## config.mk

```make
export PLATFORM = sky130hd
export DESIGN_NAME = rv32_alu_issue
export DESIGN_NICKNAME = d
export VERILOG_FILES = /design/src/rtl/rv32_alu_issue.sv
export SDC_FILE = /design/constraint.sdc
export NUM_CORES = 1
export LEC_CHECK = 0
export ABC_AREA = 1
export ABC_CLOCK_PERIOD_IN_PS = 2100
export CORE_MARGIN = 2
export CORE_UTILIZATION = 40
export DETAILED_ROUTE_END_ITERATION = 8
export HOLD_SLACK_MARGIN = 0.03
export PLACE_DENSITY = 0.74
export SLEW_MARGIN = 30
export SYNTH_ARGS = -nofsm -noshare
export SYNTH_HDL_FRONTEND = slang
export SYNTH_SLANG_ARGS = --single-unit
export TNS_END_PERCENT = 30
```

## constraint.sdc

```tcl
create_clock -name clk -period 2.1 [get_ports clk]
set_clock_uncertainty 0.15 [all_clocks]
set_input_delay 0.42 -clock clk [delete_from_list [all_inputs] [get_ports clk]]
set_output_delay 0.42 -clock clk [all_outputs]
set_load 0.05 [all_outputs]
```

## src/rtl/rv32_alu_issue.sv

```systemverilog
// Decode/operand-issue stage in front of the RV32 ALU: turns one fetched RV32I
// instruction plus its register reads into an ALU opcode and two operands.
package rv32_alu_pkg;
  typedef logic [31:0] rv_register_t;

  typedef enum logic [3:0] {
    ALU_ADD  = 4'd0,
    ALU_SUB  = 4'd1,
    ALU_SLL  = 4'd2,
    ALU_SLT  = 4'd3,
    ALU_SLTU = 4'd4,
    ALU_XOR  = 4'd5,
    ALU_SRL  = 4'd6,
    ALU_SRA  = 4'd7,
    ALU_OR   = 4'd8,
    ALU_AND  = 4'd9,
    ALU_EQ   = 4'd10
  } rv_alu_op_t;

  typedef struct packed {
    rv_register_t rs1;
    rv_register_t rs2;
    rv_alu_op_t   op;
    logic         is_branch;
    logic         br_inv;
    logic         illegal;
  } issue_t;
endpackage

module rv32_alu_issue
  import rv32_alu_pkg::*;
#(
  parameter int XLEN = 32
) (
  input  logic            clk,
  input  logic            rst_n,
  input  logic            flush,
  input  logic            in_valid,
  output logic            in_ready,
  input  logic [31:0]     instr,
  input  logic [XLEN-1:0] pc,
  input  logic [XLEN-1:0] rs1_data,
  input  logic [XLEN-1:0] rs2_data,
  output logic            out_valid,
  input  logic            out_ready,
  output rv_register_t    alu_rs1,
  output rv_register_t    alu_rs2,
  output rv_alu_op_t      alu_opcode,
  output logic            is_branch,
  output logic            br_inv,
  output logic            illegal
);

  localparam logic [6:0] OPC_OP     = 7'b0110011;
  localparam logic [6:0] OPC_OP_IMM = 7'b0010011;
  localparam logic [6:0] OPC_LUI    = 7'b0110111;
  localparam logic [6:0] OPC_AUIPC  = 7'b0010111;
  localparam logic [6:0] OPC_LOAD   = 7'b0000011;
  localparam logic [6:0] OPC_STORE  = 7'b0100011;
  localparam logic [6:0] OPC_JAL    = 7'b1101111;
  localparam logic [6:0] OPC_JALR   = 7'b1100111;
  localparam logic [6:0] OPC_BRANCH = 7'b1100011;
  localparam logic [6:0] OPC_FENCE  = 7'b0001111;
  localparam logic [6:0] OPC_SYSTEM = 7'b1110011;

  localparam logic [6:0] F7_ZERO = 7'b0000000;
  localparam logic [6:0] F7_ALT  = 7'b0100000;

  logic [6:0]   opc;
  logic [2:0]   f3;
  logic [6:0]   f7;
  rv_register_t imm_i, imm_s, imm_u;
  rv_register_t shamt_reg, shamt_imm;
  issue_t       dec;
  logic         ill;

  // Register indices are consumed by the register file upstream, not here.
  logic unused_rs_idx;
  assign unused_rs_idx = ^instr[19:15];

  assign opc       = instr[6:0];
  assign f3        = instr[14:12];
  assign f7        = instr[31:25];
  assign imm_i     = {{20{instr[31]}}, instr[31:20]};
  assign imm_s     = {{20{instr[31]}}, instr[31:25], instr[11:7]};
  assign imm_u     = {instr[31:12], 12'b0};
  assign shamt_reg = {27'b0, rs2_data[4:0]};
  assign shamt_imm = {27'b0, instr[24:20]};

  always_comb begin
    dec = '0;
    ill = 1'b0;
    case (opc)
      OPC_OP: begin
        dec.rs1 = rs1_data;
        dec.rs2 = rs2_data;
        case (f3)
          3'b000: begin
            if (f7 == F7_ZERO)     dec.op = ALU_ADD;
            else if (f7 == F7_ALT) dec.op = ALU_SUB;
            else                   ill = 1'b1;
          end
          3'b001: begin
            dec.op  = ALU_SLL;
            dec.rs2 = shamt_reg;
            ill     = (f7 != F7_ZERO);
          end
          3'b010: begin dec.op = ALU_SLT;  ill = (f7 != F7_ZERO); end
          3'b011: begin dec.op = ALU_SLTU; ill = (f7 != F7_ZERO); end
          3'b100: begin dec.op = ALU_XOR;  ill = (f7 != F7_ZERO); end
          3'b101: begin
            dec.rs2 = shamt_reg;
            if (f7 == F7_ZERO)     dec.op = ALU_SRL;
            else if (f7 == F7_ALT) dec.op = ALU_SRA;
            else                   ill = 1'b1;
          end
          3'b110: begin dec.op = ALU_OR;   ill = (f7 != F7_ZERO); end
          default: begin dec.op = ALU_AND; ill = (f7 != F7_ZERO); end
        endcase
      end
      OPC_OP_IMM: begin
        dec.rs1 = rs1_data;
        dec.rs2 = imm_i;
        case (f3)
          3'b000: dec.op = ALU_ADD;
          3'b001: begin
            dec.op  = ALU_SLL;
            dec.rs2 = shamt_imm;
            ill     = (f7 != F7_ZERO);
          end
          3'b010: dec.op = ALU_SLT;
          3'b011: dec.op = ALU_SLTU;
          3'b100: dec.op = ALU_XOR;
          3'b101: begin
            dec.rs2 = shamt_imm;
            if (f7 == F7_ZERO)     dec.op = ALU_SRL;
            else if (f7 == F7_ALT) dec.op = ALU_SRA;
            else                   ill = 1'b1;
          end
          3'b110: dec.op = ALU_OR;
          default: dec.op = ALU_AND;
        endcase
      end
      OPC_LUI: dec.rs2 = imm_u;
      OPC_AUIPC: begin
        dec.rs1 = pc;
        dec.rs2 = imm_u;
      end
      OPC_LOAD: begin
        dec.rs1 = rs1_data;
        dec.rs2 = imm_i;
      end
      OPC_STORE: begin
        dec.rs1 = rs1_data;
        dec.rs2 = imm_s;
      end
      OPC_JAL, OPC_JALR: begin
        dec.rs1 = pc;
        dec.rs2 = 32'd4;
      end
      OPC_BRANCH: begin
        // Odd funct3 encodings are the inverted sense of their even partner.
        dec.rs1       = rs1_data;
        dec.rs2       = rs2_data;
        dec.is_branch = 1'b1;
        dec.br_inv    = f3[0];
        case (f3[2:1])
          2'b00:   dec.op = ALU_EQ;
          2'b10:   dec.op = ALU_SLT;
          2'b11:   dec.op = ALU_SLTU;
          default: ill = 1'b1;
        endcase
      end
      OPC_FENCE, OPC_SYSTEM: ;
      default: ill = 1'b1;
    endcase

    if (instr[1:0] != 2'b11) ill = 1'b1;

    if (ill) begin
      dec         = '0;
      dec.illegal = 1'b1;
    end
  end

  logic   out_valid_q, out_valid_d;
  issue_t issue_q, issue_d;
  logic   load;

  assign in_ready = !rst_n || !out_valid_q || out_ready;
  assign load     = in_valid && in_ready && !flush;

  always_comb begin
    out_valid_d = out_valid_q;
    issue_d     = issue_q;
    if (flush) begin
      out_valid_d = 1'b0;
    end else if (load) begin
      out_valid_d = 1'b1;
      issue_d     = dec;
    end else if (out_ready) begin
      out_valid_d = 1'b0;
    end
  end

  always_ff @(posedge clk) begin
    if (!rst_n) begin
      out_valid_q <= 1'b0;
      issue_q     <= '0;
    end else begin
      out_valid_q <= out_valid_d;
      issue_q     <= issue_d;
    end
  end

  assign out_valid  = out_valid_q;
  assign alu_rs1    = issue_q.rs1;
  assign alu_rs2    = issue_q.rs2;
  assign alu_opcode = issue_q.op;
  assign is_branch  = issue_q.is_branch;
  assign br_inv     = issue_q.br_inv;
  assign illegal    = issue_q.illegal;

endmodule

```

==> tab_implementation.tex, run 1 <==
\begin{tabular}{lr}
\hline
Metric & Value \\
\hline
\multicolumn{2}{l}{\textbf{Clock tree}} \\
Clock insertion delay at the later pin of the skew report & 340 ps \\
Clock tree root driver cell & clkbuf\_16 \\
TritonCTS clock tree & yes \\
Clock buffers created by TritonCTS & 9 \\
Clock transition at the register clock pins on the worst setup and hold paths after CTS & 60 ps \\
CTS max path bufs & 2 \\
Total number of clock tree sinks & 72 \\
Hold buffers post-CTS & 0 \\
H-Tree Level Count & 3 \\
\multicolumn{2}{l}{\textbf{Die}} \\
Starting density of the core & 0.405 \\
Core Rows & 39 \\
Chip width & 111 um \\
Core Area & 11,300 um2 \\
IO Pins & 206 \\
Height of the die & approximately 110 um \\
Full die area & 12,300 um2 \\
\multicolumn{2}{l}{\textbf{Place}} \\
Last weighted congestion value of the routability-driven placer & $\sim$0.92 \\
Inst Count DP & 1,147 \\
Placement Cell Area & around 7000 um2 \\
Port Buffer Count & between 200 and 250 \\
DPL Wire Length & between 10 and 15 mm \\
\multicolumn{2}{l}{\textbf{Logic synthesis}} \\
Post-Synthesis Cells & roughly 780 \\
Number of different library cells in the post-synthesis netlist & 23 \\
Cell area after synthesis & 4560 um2 \\
Flop and latch count out of synthesis & slightly above 70 \\
Count of warnings emitted by yosys & 0 \\
Syn Area/Cell & a little under 6 um2 \\
Seq/Total Area, Yosys & 0.316 \\
Synthesized net count & 916 \\
\multicolumn{2}{l}{\textbf{Final layout}} \\
Diodes inserted & 0 \\
Post-route cell area & between 7000 and 8000 um2 \\
Non-filler instance count after layout & 1,177 \\
Area grow syn2layout & 74.0\% \\
Post-route core utilization & 0.704 \\
Final layout net count & approximately 1.2k \\
Layout cells sized above 1 & 0.174 \\
\multicolumn{2}{l}{\textbf{Drt}} \\
Detailed-routing iteration count for the pre-antenna-repair pass & 5 \\
Routed metal-1 wire length & between 7 and 8 mm \\
Post-detailed-route count of antenna-violating nets & 0 \\
Amount of wire on met3 after detailed routing & around 1.5 mm \\
\# DRC & 0 \\
Wirelength, routed & roughly 19 mm \\
Vias & 6,221 \\
Number of DRC markers after the initial detailed-route iteration & 480 \\
Highest metal layer with signal wires & met4 \\
Routed via count divided by cell count & 5.29 \\
Wire length per cell after detailed routing & 15.8 um \\
Routed wl met2 & roughly 9 mm \\
\multicolumn{2}{l}{\textbf{Timing}} \\
Actual transition at the worst max-transition pin & 523 ps \\
Headroom to the max-slew limit & 0.650 \\
Fin. Hold Viols & 0 \\
Final setup violation count & 0 \\
Upper clock frequency limit & 476 MHz \\
Final critical delay including setup and external delays & 2100 ps \\
Pins Over Slew Limit & 0 \\
Fraction of the cycle the final worst path needs & 1.00 \\
\multicolumn{2}{l}{\textbf{Power}} \\
Maximum vdd drop & roughly 340 uV \\
Pwr Total & about 3500 uW \\
Power density relative to cell area & around 440 nW/um2 \\
Leakage power total & 0.00342 uW \\
\multicolumn{2}{l}{\textbf{GRT}} \\
Wire length of the first global-routing pass & 27.4 mm \\
Global Route Usage Sum & 0.269 \\
Aggregate global routing overflow & 0 \\
Number of antenna violations at the first check in global routing & 0 \\
Via count of the first global-routing pass & 5,652 \\
Pin count of the biggest net entering global routing & 44 \\
\multicolumn{2}{l}{\textbf{Status}} \\
Outcome & finished clean \\
\multicolumn{2}{l}{\textbf{Critical path}} \\
Type of element capturing the critical path & flip-flop \\
Crit Path Category & input port to flip-flop \\
Largest fanout of any net on the critical path & 14 \\
Kind of launch point of the worst setup path & input port \\
Endpoint required time on the critical path & 2200 ps \\
Crit path arrival time & 2200 ps \\
\multicolumn{2}{l}{\textbf{Run}} \\
Max cap viols & 0 \\
\multicolumn{2}{l}{\textbf{Min path}} \\
Classification of the worst-slack hold path & flip-flop to flip-flop \\
\hline
\end{tabular}
## critical path, stage by stage
cell             delay (ps)
clkdlybuf4s50_1         430
buf_4                   140
nor3_1                  230
nand2_1                 140
nand2_2                 110
nand2_1                  70
nand2_2                 140
clkbuf_16               200
nand4_1                 110
a21oi_1                 200
## state kept, by name, indices dropped and copies added (netlist names)
name and flops:
is_branch 1, illegal 1, alu_opcode 4, br_inv 1, alu_rs1 32, alu_rs2 32
out_valid 1
## kinds of logic after synthesis
kind of cell,Yosys count,share of synthesized area
DFF,72,0.316
buffers and inverters,85,0.0795
AOI/OAI and AO/OA,94,0.105
and+or+nand+nor,532,0.500
## area by class of cell
class	instances	area [um2]
Clock buffer	10	229
Clock inverter	5	58.8
Fill cell	925	3330
Inverter	25	97.6
Multi-Input combinational cell	626	2890
Sequential cell	72	1440
Tap cell	143	179
Timing Repair Buffer	296	3040
## final timing paths
| path | depth (start not counted) | slack (ps) | start | to |
|---|---|---|---|---|
| min | 2 | 310 | alu_rs2[18] | alu_rs2[18] |
| min reg2reg | 2 | 310 | alu_rs2[18] | alu_rs2[18] |
| max | 10 | 0.9 | instr[12] | alu_rs1[6] |
| max reg2reg | 6 | 580 | out_valid | alu_rs1[6] |
## through the flow
step | hold WS (ps) | setup WS [ps] | TNS, ps
final | 314 | 0.949 | 0
after global routing | 332 | -131 | -513
after CTS | 313 | 4.45 | 0
after detailed placement | 304 | -375 | -22450
after global placement | 301 | -352 | -21090
after floorplan | 339 | 30.4 | 0
## routing by layer
metal,vias to the layer above,GRT usage
li1,3080,-
met1,2824,0.329
met2,273,0.463
met3,44,0.0760
met4,0,0.0775
met5,-,0
## power breakdown
| part | switching [uW] | internal [uW] |
|---|---|---|
| registers | 1.86 | 1370 |
| clock network | 618 | 914 |
| logic | 271 | 338 |
| total | 891 | 2620 |
## placed cells by master, fill, tap and decap left out, types with 6 or more instances in the layout
cell             synthesis  layout
nand4_1                 37      37
dfxtp_1                 72      71
buf_4                    4      95
buf_6                    0       6
clkbuf_16                0      17
nand3_1                112     108
buf_12                   0      15
nand2_1                292     283
nand2_2                  0       9
nor2_1                  81      71
nor2_2                   1       8
dlymetal6s2s_1           0      12
a21oi_1                 82      78
clkdlybuf4s50_1          0     159
inv_1                   22      20
## cell usage after synthesis
library cell | instances | area (um2)
a21o_1 | 1 | 7.51
buf_2 | 23 | 115
nor2_2 | 1 | 6.26
buf_4 | 4 | 30.0
a21oi_1 | 82 | 410
nor2_4 | 1 | 11.3
dfxtp_1 | 72 | 1440
nor2_1 | 81 | 304
inv_2 | 3 | 11.3
nand4_1 | 37 | 231
nand2_1 | 292 | 1100
o22ai_1 | 1 | 6.26
a21boi_1 | 1 | 7.51
nand3_1 | 112 | 561
inv_1 | 22 | 82.6
a21boi_0 | 1 | 7.51
buf_1 | 3 | 11.3
nor3_1 | 3 | 15.0
clkbuf_1 | 30 | 113
o21ai_0 | 5 | 25.0
o21ai_1 | 3 | 15.0
nor3_4 | 2 | 32.5
nand3b_1 | 3 | 22.5
## what timing repair did
| item | CTS | global route |
|---|---|---|
| gates cloned | 0 | 10 |
| gates resized for setup | 4 | 50 |
| setup endpoints to repair | 19 | 76 |
| setup buffers | 0 | 5 |
| pin swaps | 0 | 10 |
No activity file was read; power rests on OpenSTA's default activity.
==> run 2, diff against run 1 <==
GPL_TIMING_DRIVEN = 0   (was not set)
==> run 2 against run 1 <==
Compared with the run above:
- sequential power barely moved
- power is 3.2% higher
- first-iteration DRC count decreased by 8.5%
- largest cell class is now multi-input gates
- critical path depth rose by 2
- global-route usage is 2.1 points higher
- register-to-register slack got worse by 160 ps
- routed wire length is 3.6% lower
- non-clock buffer count is 18 lower
==> tab_implementation.tex, run 2 (synthesized netlist as in run 1, its figures left out) <==
\begin{tabular}{lr}
\hline
Metric & Value \\
\hline
\multicolumn{2}{l}{\textbf{Status}} \\
Outcome & finished clean \\
\multicolumn{2}{l}{\textbf{Final layout}} \\
Commonest cells after routing, fill and taps aside & nand2\_1 (282), clkdlybuf4s50\_1 (148), nand3\_1 (109), a21oi\_1 (80), nor2\_1 (72) \\
Area grow syn2layout & 65.9\% \\
Fill cell count & 1,036 (+12\%) \\
Diodes inserted & 0 (unchanged) \\
Post-route cell area & 7570 um2 (-4.6\%) \\
Multi-input gate area & 2870 um2 (-0.95\%) \\
Layout cells sized above 1 & 0.116 (-0.0581) \\
Final layout net count & 1,145 (-1.5\%) \\
Area used by sequential logic in the layout & 1440 um2 (unchanged) \\
Commonest non-fill, non-tap cell in the layout & nand2\_1 \\
\multicolumn{2}{l}{\textbf{Critical path}} \\
Crit Path Category & input port to flip-flop \\
Endpoint required time on the critical path & 2170 ps (-30 ps) \\
Reg2reg end & alu\_rs1[6] \\
R2R setup slack & 420 ps (-160 ps) \\
Largest fanout of any net on the critical path & 7 (-7) \\
Crit path arrival time & 2150 ps (-50 ps) \\
Type of element capturing the critical path & flip-flop \\
FF-to-FF path depth & 7 (+1) \\
Kind of launch point of the worst setup path & input port \\
Startpoint of the worst-slack reg-to-reg timing path & out\_valid \\
\multicolumn{2}{l}{\textbf{Place}} \\
Last weighted congestion value of the routability-driven placer & 0.885 (-3.8\%) \\
Placement Cell Area & 6780 um2 (-5.7\%) \\
Port Buffer Count & 203 (-0.98\%) \\
DPL Wire Length & 13.2 mm (+6.1\%) \\
\multicolumn{2}{l}{\textbf{Clock tree}} \\
CTS max path bufs & 2 (unchanged) \\
TritonCTS clock tree & yes \\
Clock transition at the register clock pins on the worst setup and hold paths after CTS & 60 ps (about the same) \\
Clock buffers created by TritonCTS & 9 (unchanged) \\
Clock tree root driver cell & clkbuf\_16 \\
H-Tree Level Count & 3 (unchanged) \\
Hold buffers post-CTS & 0 (unchanged) \\
Total number of clock tree sinks & 72 (unchanged) \\
Clock insertion delay at the later pin of the skew report & 340 ps (about the same) \\
\multicolumn{2}{l}{\textbf{Timing}} \\
Worst hold slack & 310 ps (-3.75 ps) \\
Headroom to the max-slew limit & 0.618 (-0.0319) \\
Final critical delay including setup and external delays & 2090 ps (-12.8 ps) \\
Pins Over Slew Limit & 0 (unchanged) \\
Fraction of the cycle the final worst path needs & 0.993 (-0.00611) \\
Fin. Hold Viols & 0 (unchanged) \\
Upper clock frequency limit & 479 MHz (+0.62\%) \\
Final setup violation count & 0 (unchanged) \\
Actual transition at the worst max-transition pin & 575 ps (+51.8 ps) \\
\multicolumn{2}{l}{\textbf{Run}} \\
Max cap viols & 0 (unchanged) \\
\multicolumn{2}{l}{\textbf{Drt}} \\
\# DRC & 0 (unchanged) \\
Detailed-routing iteration count for the pre-antenna-repair pass & 7 (+2) \\
Number of DRC markers after the initial detailed-route iteration & 439 (-8.5\%) \\
Routed via count divided by cell count & 5.24 (-0.79\%) \\
Post-detailed-route count of antenna-violating nets & 0 (unchanged) \\
Wirelength, routed & 17.9 mm (-3.6\%) \\
Vias & 6,083 (-2.2\%) \\
Wire length per cell after detailed routing & 15.4 um (-2.2\%) \\
\multicolumn{2}{l}{\textbf{Die}} \\
Core Area & 11,300 um2 (unchanged) \\
IO Pins & 206 (unchanged) \\
Chip width & 111 um (unchanged) \\
Core Rows & 39 (unchanged) \\
Starting density of the core & 0.405 (unchanged) \\
Full die area & 12,300 um2 (unchanged) \\
Height of the die & 111 um (unchanged) \\
\multicolumn{2}{l}{\textbf{Power}} \\
Maximum vdd drop & 360 uV (+6.1\%) \\
Power density relative to cell area & 479 nW/um2 (+8.2\%) \\
Share of power burned in registers & 0.378 (-0.012) \\
Clk network pwr share & 0.473 (+0.037) \\
Net load switching power & 920 uW (+3.3\%) \\
Pint & 2700 uW (+3.2\%) \\
Leakage power total & 0.00369 uW (+7.9\%) \\
Net switching fraction of the power & 0.254 (about the same) \\
Pwr Total & 3620 uW (+3.2\%) \\
Combinational fraction of design power & 0.149 (-0.024) \\
\multicolumn{2}{l}{\textbf{GRT}} \\
Number of antenna violations at the first check in global routing & 0 (unchanged) \\
Global Route Usage Sum & 0.291 (+0.0214) \\
Pin count of the biggest net entering global routing & 15 (-66\%) \\
Aggregate global routing overflow & 0 (unchanged) \\
Wire length of the first global-routing pass & 28.7 mm (+4.7\%) \\
Via count of the first global-routing pass & 5,701 (+0.87\%) \\
\multicolumn{2}{l}{\textbf{Min path}} \\
Min-Delay Endpoint & alu\_rs1[1] \\
Hold path startpoint & alu\_rs1[1] \\
Number of instances on the worst hold path & 2 (unchanged) \\
Classification of the worst-slack hold path & flip-flop to flip-flop \\
\hline
\end{tabular}
-- run 2: how the worst max path moves through the flow --
stage	start	to	slack, ps	cells after the start
after global routing	instr[4]	alu_rs1[4]	-60	12
final	instr[4]	alu_rs2[3]	10	12
after CTS	alu_rs1[0]	alu_rs1[0]	0.02	1
after floorplan	out_valid	alu_rs2[23]	30	9
after detailed placement	rst_n	alu_rs1[23]	-750	8
after global placement	rst_n	alu_rs1[23]	-710	8
-- run 2: area by class of cell --
class | count | share of cell area
sequential | 72 | 0.191
inverter | 25 | 0.0124
buffer | 60 | 0.0524
clock buffer | 9 | 0.0297
tap | 143 | 0.0236
multi-input combinational | 626 | 0.379
timing repair buffer | 218 | 0.299
clock inverter | 7 | 0.0134
-- run 2: critical path, cell delays in order --
cell           delay, ps
dlygate4sd2_1        360
inv_2                130
nand3_1              170
nor2_1                70
nor2_1               140
nand2_2              110
nor2_1               210
nor2_4                60
buf_12               150
clkbuf_4             160
nand4_1               90
a21oi_1               70
-- run 2: through the flow --
step	setup TNS, ps	util	cells	setup WS [ps]
after global placement	-40770	0.602	1129	-705
after detailed placement	-42350	0.602	1129	-748
after floorplan	0	-	783	30.4
after CTS	0	0.649	1154	0.0178
after global routing	-419	0.672	1160	-60.6
final	0	0.672	1160	13.8
-- run 2: timing repair --
item	in CTS	in global routing
gates resized for setup	79	83
hold endpoints to repair	0	0
gates cloned	3	2
buffers inserted	6	4
pin swaps	9	12
endpoints found under the setup margin	79	102
-- run 2: metal layers --
layer  routed length, um  GRT usage  part of all wire  vias to the layer above
met1                7180      0.353              0.40                     2719
met4                 576      0.123             0.032                        0
li1                    -          -                 -                     3038
met2                8610      0.481              0.48                      277
met3                1520     0.0853             0.085                       49
met5                   0          0                 0                        -
-- run 2: power by group through the flow --
stage               Combinational, uW  Clock [uW]  Sequential [uW]
finish                            541        1710             1370
global route                      580        1800             1370
CTS                               523        1730             1370
detailed placement                504           0             1400
global placement                  503           0             1400
floorplan                         157           0             1410
